===== config.mk =====
export PLATFORM = sky130hd
export DESIGN_NAME = ubbks_pipe_17
export DESIGN_NICKNAME = d
export VERILOG_FILES = /design/src/rtl/ubbks_pipe_17.sv
export SDC_FILE = /design/constraint.sdc
export NUM_CORES = 1
export LEC_CHECK = 0
export BUFFER_PORTS_ARGS = -buffer_cell sky130_fd_sc_hd__buf_2
export CAP_MARGIN = 15
export CELL_PAD_IN_SITES_DETAIL_PLACEMENT = 1
export CELL_PAD_IN_SITES_GLOBAL_PLACEMENT = 2
export CORE_UTILIZATION = 36
export DETAILED_ROUTE_END_ITERATION = 12
export PLACE_DENSITY_LB_ADDON = 0.1
export SLEW_MARGIN = 40
export SYNTH_ARGS = -nofsm -noshare
export SYNTH_HDL_FRONTEND = slang
export SYNTH_SLANG_ARGS = --single-unit
export TNS_END_PERCENT = 30

===== constraint.sdc =====
create_clock -name CLK -period 5.9 [get_ports CLK]
set_clock_uncertainty 0.1 [all_clocks]
set_input_delay 1.77 -clock CLK [delete_from_list [all_inputs] [get_ports CLK]]
set_output_delay 1.77 -clock CLK [all_outputs]
set_load 0.01 [all_outputs]

===== src/rtl/ubbks_pipe_17.sv =====
// ubbks_pipe_17: three-stage pipelined Brent-Kung subtractor.
// Recovers D = S - X from an 18-bit adder sum S and a 17-bit operand X.
// Flags BORROW when S < X and WIDE when a non-negative D needs 18 bits.
//
// Handshake: a beat moves across an interface on a rising edge where
// valid and ready are both 1. While valid is 1 and ready is 0, the payload
// is held. IN_READY depends combinationally only on OUT_READY and the
// stage valid bits. It never depends on IN_VALID.
module ubbks_pipe_17 #(
    parameter int XW     = 17,
    parameter int STAGES = 3
) (
    input  logic          CLK,
    input  logic          RST,
    input  logic          IN_VALID,
    output logic          IN_READY,
    input  logic [XW:0]   S,
    input  logic [XW-1:0] X,
    output logic          OUT_VALID,
    input  logic          OUT_READY,
    output logic [XW:0]   D,
    output logic          BORROW,
    output logic          WIDE
);
    localparam int N  = XW + 1;
    localparam int LV = $clog2(N);

    // Stage valid bits: vld[0] = stage 1, vld[1] = stage 2, vld[2] = stage 3.
    logic [STAGES-1:0] vld;
    logic              ld1, ld2, ld3;

    // Stage 1 payload.
    logic [N-1:0]  s1_s;
    logic [XW-1:0] s1_x;

    // Stage 2 payload: prefix G/P after up-sweep, plus bitwise propagate for the sum.
    logic [N-1:0] s2_g, s2_p, s2_p0;

    // Stage 3 payload.
    logic [N-1:0] s3_d;
    logic         s3_borrow, s3_wide;

    // Combinational stage logic.
    logic [N-1:0] nx, g0, p0, gu, pu;
    logic [N-1:0] gd, pd, carry, sum;
    logic         cout;

    // Stage k can take a new beat when it is empty or when its content moves on.
    always_comb begin
        ld3      = ~vld[2] | OUT_READY;
        ld2      = ~vld[1] | ld3;
        ld1      = ~vld[0] | ld2;
        IN_READY = ld1;
    end

    // Valid bits. These are the only reset state, so bubbles collapse as beats advance.
    always_ff @(posedge CLK) begin
        if (RST) begin
            vld <= '0;
        end else begin
            if (ld1) vld[0] <= IN_VALID;
            if (ld2) vld[1] <= vld[0];
            if (ld3) vld[2] <= vld[1];
        end
    end

    // Generate/propagate over S and ~X, followed by the BK up-sweep (levels 1..LV).
    always_comb begin
        nx = ~{1'b0, s1_x};
        g0 = s1_s & nx;
        p0 = s1_s ^ nx;
        gu = g0;
        pu = p0;
        for (int l = 1; l <= LV; l++) begin
            for (int i = 0; i < N; i++) begin
                if (((i + 1) % (1 << l)) == 0) begin
                    gu[i] = gu[i] | (pu[i] & gu[i - (1 << (l - 1))]);
                    pu[i] = pu[i] & pu[i - (1 << (l - 1))];
                end
            end
        end
    end

    // BK down-sweep. The carry-in of 1 is folded in as carry = G | P of each prefix group.
    always_comb begin
        gd = s2_g;
        pd = s2_p;
        for (int l = LV - 1; l >= 1; l--) begin
            for (int i = 0; i < N; i++) begin
                if ((((i + 1) % (1 << l)) == (1 << (l - 1))) && (i >= (1 << l))) begin
                    gd[i] = gd[i] | (pd[i] & gd[i - (1 << (l - 1))]);
                    pd[i] = pd[i] & pd[i - (1 << (l - 1))];
                end
            end
        end
        for (int i = 1; i < N; i++) begin
            gd[i] = gd[i] | (pd[i] & gd[i - 1]) ;
            pd[i] = pd[i] & pd[i - 1];
        end
        carry = {gd[N-2:0] | pd[N-2:0], 1'b1};
        sum   = s2_p0 ^ carry;
        cout  = gd[N-1] | pd[N-1];
    end

    // Pipeline payload registers. These are loaded only with valid beats and are never reset.
    always_ff @(posedge CLK) begin
        if (ld1 && IN_VALID) begin
            s1_s <= S;
            s1_x <= X;
        end
        if (ld2 && vld[0]) begin
            s2_g  <= gu;
            s2_p  <= pu;
            s2_p0 <= p0;
        end
        if (ld3 && vld[1]) begin
            s3_d      <= sum;
            s3_borrow <= ~cout;
            s3_wide   <= sum[N-1] & cout;
        end
    end

    // Output assignments.
    always_comb begin
        OUT_VALID = vld[2];
        D         = s3_d;
        BORROW    = s3_borrow;
        WIDE      = s3_wide;
    end
endmodule


* After elaboration in Yosys (flattened, before gate mapping) *
Index checks and enable logic that the tools add are counted.

storage, ports and cells
  register bits after elaboration = 112
  input port bits = 39
  output and inout port bits = 22
  logic and storage cells = 166

operators by class
  bitwise gates (word level) = 152
  reductions and logical operators = 3

operators by type and width
  cell                           count
  1-bit bitwise AND              93
  1-bit OR                       50
  18-bit XOR                     2
  18-bit bitwise AND             1
  17-bit NOT with 18-bit output  1
  17-bit OR                      1
  1-bit NOT                      4
  1-bit logical AND              3

* Depth between registers and ports, before layout *
  depth in word-level cells = 36
  depth in mapped cells = 9
  mapped depth without buffers = 9

* Worst setup path before layout *
OpenSTA, ideal clock, no wires.

  path type = input to register
  from = in OUT_READY
  to = reg s2_g[0] (enable)
  setup time = 0.516 ns
  arrival time = 5.165 ns
  data required time = 5.284 ns
  setup slack = 0.118 ns
  stages on the path = 2
  path buffers = 0
  cells stage by stage = nor2b_1 a21boi_0

between the ends
  cells in the longest elaborated chain, start to end = 3

ends and longest elaborated chain
  item                    line  RTL
  start: declaration      20    input logic OUT_READY,
  1-bit OR                50    ld3 = ~vld[2] | OUT_READY;
  1-bit OR                51    ld2 = ~vld[1] | ld3;
  1-bit logical AND       111   if (ld2 && vld[0]) begin
  end signal: assignment  112   s2_g <= gu;
  end: declaration        37    logic [N-1:0] s2_g, s2_p, s2_p0;

No other way between the ends.
A chain may end at the register's enable or synchronous reset.

* Worst setup path in the final report *
  from = in OUT_READY
  to = out IN_READY

between the ends
  cells in the longest elaborated chain, start to end = 3

ends and longest elaborated chain
  item              line  RTL
  1-bit OR          50
  1-bit OR          51
  1-bit OR          52    ld1 = ~vld[0] | ld2;
  end: declaration  16    output logic IN_READY,

No other way between the ends.

==> summary.md <==
| Metric | Value |
|---|---|
| Sequential power share | `a little under three fifths` |
| Pleak | `1.98 nW` |
| Crit-path slowest cell | `nor2b_1` |
| Cell Area, Placed | `around 0.0048 sq mm` |
| PostCTS Resize Cnt | `0` |
| Unrepaired setup endpoints after global routing | `false` |
| Detail Placement HPWL | `~5400 um` |
| Gpl congestion | `0.723` |
| Die area | `around 0.012 sq mm` |
| CTS Buf Count | `9` |
| Total number of vias | `roughly 2400` |
| Synth top area cells | `edfxtp_1, ha_1, inv_1` |
| Clk Latency, worst-skew pair | `0.33 ns` |
| Startpoint Class | `input port` |
| CORE AREA | `roughly 0.012 sq mm` |
| Combinational share of power | `9.6%` |
| Antenna cell count | `0` |
| Final Setup Violations | `0` |
| Sw frac | `22.2%` |
| PwrDens | `around 310 mW/mm^2` |
| # hold bufs at CTS | `0` |
| Initial DRC Count | `about 110` |
| DRT antenna net count | `0` |
| Sum Neg Setup Slack | `0 ns` |
| Clock tree root driver cell | `clkbuf_16` |
| Synth Cell Area | `approximately 0.0043 sq mm` |
| Initial Utilization | `37.3%` |
| Row Count | `39` |
| Hold Crit Class | `flip-flop to flip-flop` |
| Commonest non-fill, non-tap cells in the layout | `edfxtp_1, buf_2, inv_1` |
| # IOs | `around 60` |
| Number of cells on the critical path | `4` |
| Post-synth EDFFs | `100` |
| Die width | `~110 um` |
| Worst path bufs/invs | `2` |
| HP Start | `s2_p0[1]` |
| Fraction of registers with async set/reset | `0%` |
| VDD IR max | `180 uV` |
| Post-synth cell types | `47` |
| Max frequency | `215 MHz` |
| Max incr delay on CP | `between 0.5 and 0.6 ns` |
| P_int | `about 1.2 mW` |
| Share of layout cells above drive strength 1 | `a little under a quarter` |
| Most frequent CP cell | `buf_2` |
| Tot GR Track Use | `12.7%` |
| Max-cap violations | `0` |
| CTS max path bufs | `2` |
| CP delay by family, top | `simple AND/OR/NAND/NOR gates` |
| Synth top area share | `a little over two thirds` |
| Final-report max-slew violation count | `0` |
| NetSw | `roughly 350 uW` |
| Total power draw | `roughly 1.6 mW` |
| CP cell instances | `buf_2, nor2b_1, nand3_1, buf_2` |
| Register area share after synthesis | `a little under three quarters` |
| Fin nets | `420` |
| Synth Instances | `about 300` |
| Dpl ws | `1.23 ns` |
| Drt via density | `around 4.7` |
| Port Buffers | `60` |
| Pin count of the biggest net entering global routing | `46` |
| Postcts setup bufs | `0` |
| Failing checks | `DRC` |
| Sink Count | `around 100` |
| Worst r2r dst | `BORROW` |
| Result of the run | `finished with violations` |
| Register bit total from synthesis | `a little over 100` |
| DRC viols | `10` |
| First-pass GRT wire length | `12100 um` |
| Crit-path max FO | `6` |
| Initial antenna violation count | `0` |
| Height of the die | `between 100 and 150 um` |
| Main synth FF type | `edfxtp_1` |
| Reg2Reg Depth | `7` |
| Slew HR | `a little over half` |
| Fin Hold WS | `0.458 ns` |
| Fin cells | `a little over 500` |
| Data required time of the critical path | `just over 4 ns` |
| Router iterations before antenna repair | `8` |
| Largest area contributor in the netlist | `edfxtp_1` |
| Footprint of the multi-input gates | `around 0.0011 sq mm` |
| Mean Syn Cell Area | `14.6 sq um` |
| Clock power frac | `32.9%` |
| Final instance area | `0.00507 sq mm` |
| Area delta synth->final | `18.3%` |
| Critical path arrival | `between 2 and 3 ns` |
| Storage element area | `between 0.003 and 0.004 sq mm` |
| Min Tclk post-route | `between 4 and 5 ns` |
| Setup CP Type | `input port to output port` |
| Final worst path period share | `between 70% and 80%` |
| CTS clk-pin slew, worst paths | `roughly 0.060 ns` |
| Vias in the first global route | `between 2000 and 2500` |
| Filler cells | `approximately 1200` |
| H-tree levels | `3` |
| Hold Path Cell Cnt | `1` |
| Worst Hold End | `D[1]` |
| FF-to-FF setup slack | `around 3.4 ns` |
| Post-Syn Nets | `349` |
| Post-layout util | `between 40 and 50%` |
| Worst Max-Slew Pin Slew | `0.712 ns` |
| Dpl cells | `496` |
| Commonest non-fill, non-tap cell in the layout | `edfxtp_1` |
| Final setup margin | `about 1.3 ns` |
| Final hold vios | `0` |
| Grt ovf | `0` |
| Worst setup EP type | `output port` |
| Ys Warns | `0` |
| Reg2reg start | `s2_p[7]` |
| Final WL | `between 7000 and 8000 um` |
| CTS tree | `built` |
| Routed WL per cell | `around 14 um` |
-- cell type report --
type | count | area share, %
Sequential cell | 103 | 60.4
Multi-Input combinational cell | 160 | 22.6
Timing Repair Buffer | 63 | 6.66
Clock buffer | 13 | 4.73
Tap cell | 143 | 3.53
Inverter | 27 | 2.00
Clock inverter | 2 | 0.173
-- power by group through the flow --
stage / clock (mW) / combinational (mW) / sequential, mW
3_3_place_gp: 0 / 0.146 / 0.915
4_1_cts: 0.535 / 0.154 / 0.900
5_1_grt: 0.562 / 0.173 / 0.905
3_5_place_dp: 0 / 0.153 / 0.915
2_1_floorplan: 0 / 0.100 / 0.909
6_report: 0.515 / 0.150 / 0.899
-- Yosys cell counts (2+ instances only) --
library cell    n
or2_2           2
nor2_1         18
ha_1           17
nand3_1         7
and4_1          2
inv_1          27
nand2_1        12
nor3_1          9
a21oi_2         2
a31oi_1         2
dfxtp_1         3
o21a_1          2
and3_1          2
a211o_1         2
a21o_1         11
xor2_1          5
a211oi_1        3
edfxtp_1      100
nor2b_1         5
and2_1          5
o21ai_0         6
nand4_1         2
a21oi_1        19
xnor2_1         6
nor4_1          2
-- worst max-delay path by stage --
stage                           to  startpoint  slack, ns
after floorplan            s2_g[0]   OUT_READY       0.12
after global placement    IN_READY   OUT_READY       1.33
after detailed placement  IN_READY   OUT_READY       1.23
after CTS                 IN_READY   OUT_READY       1.24
after global routing      IN_READY   OUT_READY       1.14
final                     IN_READY   OUT_READY       1.25
-- logic make-up after synthesis --
logic type               count (synthesis)  synth area share, %
AO/OA/AOI/OAI                           59                 9.80
XOR/XNOR                                11                 2.24
adder cells (fa/ha/maj)                 17                 4.96
buffers and inverters                   30                 2.74
flip-flops                             103                 71.4
multiplexers                             1                0.233
AND/OR/NAND/NOR                         72                 8.66
-- sequential cells by signal (all words and copies together), names as in the netlist --
signal  cells
BORROW      1
WIDE        1
D          18
s1_s       18
s2_p0       9
s1_x       17
s2_g       18
s2_p       18
vld         3
-- layer usage --
metal | GRT usage (%) | routed length [um]
met4 | 5.68 | 132
met3 | 2.73 | 291
met5 | 0 | 0
met2 | 17.8 | 2930
met1 | 18.8 | 3910
(Power assumes the default switching activity.)
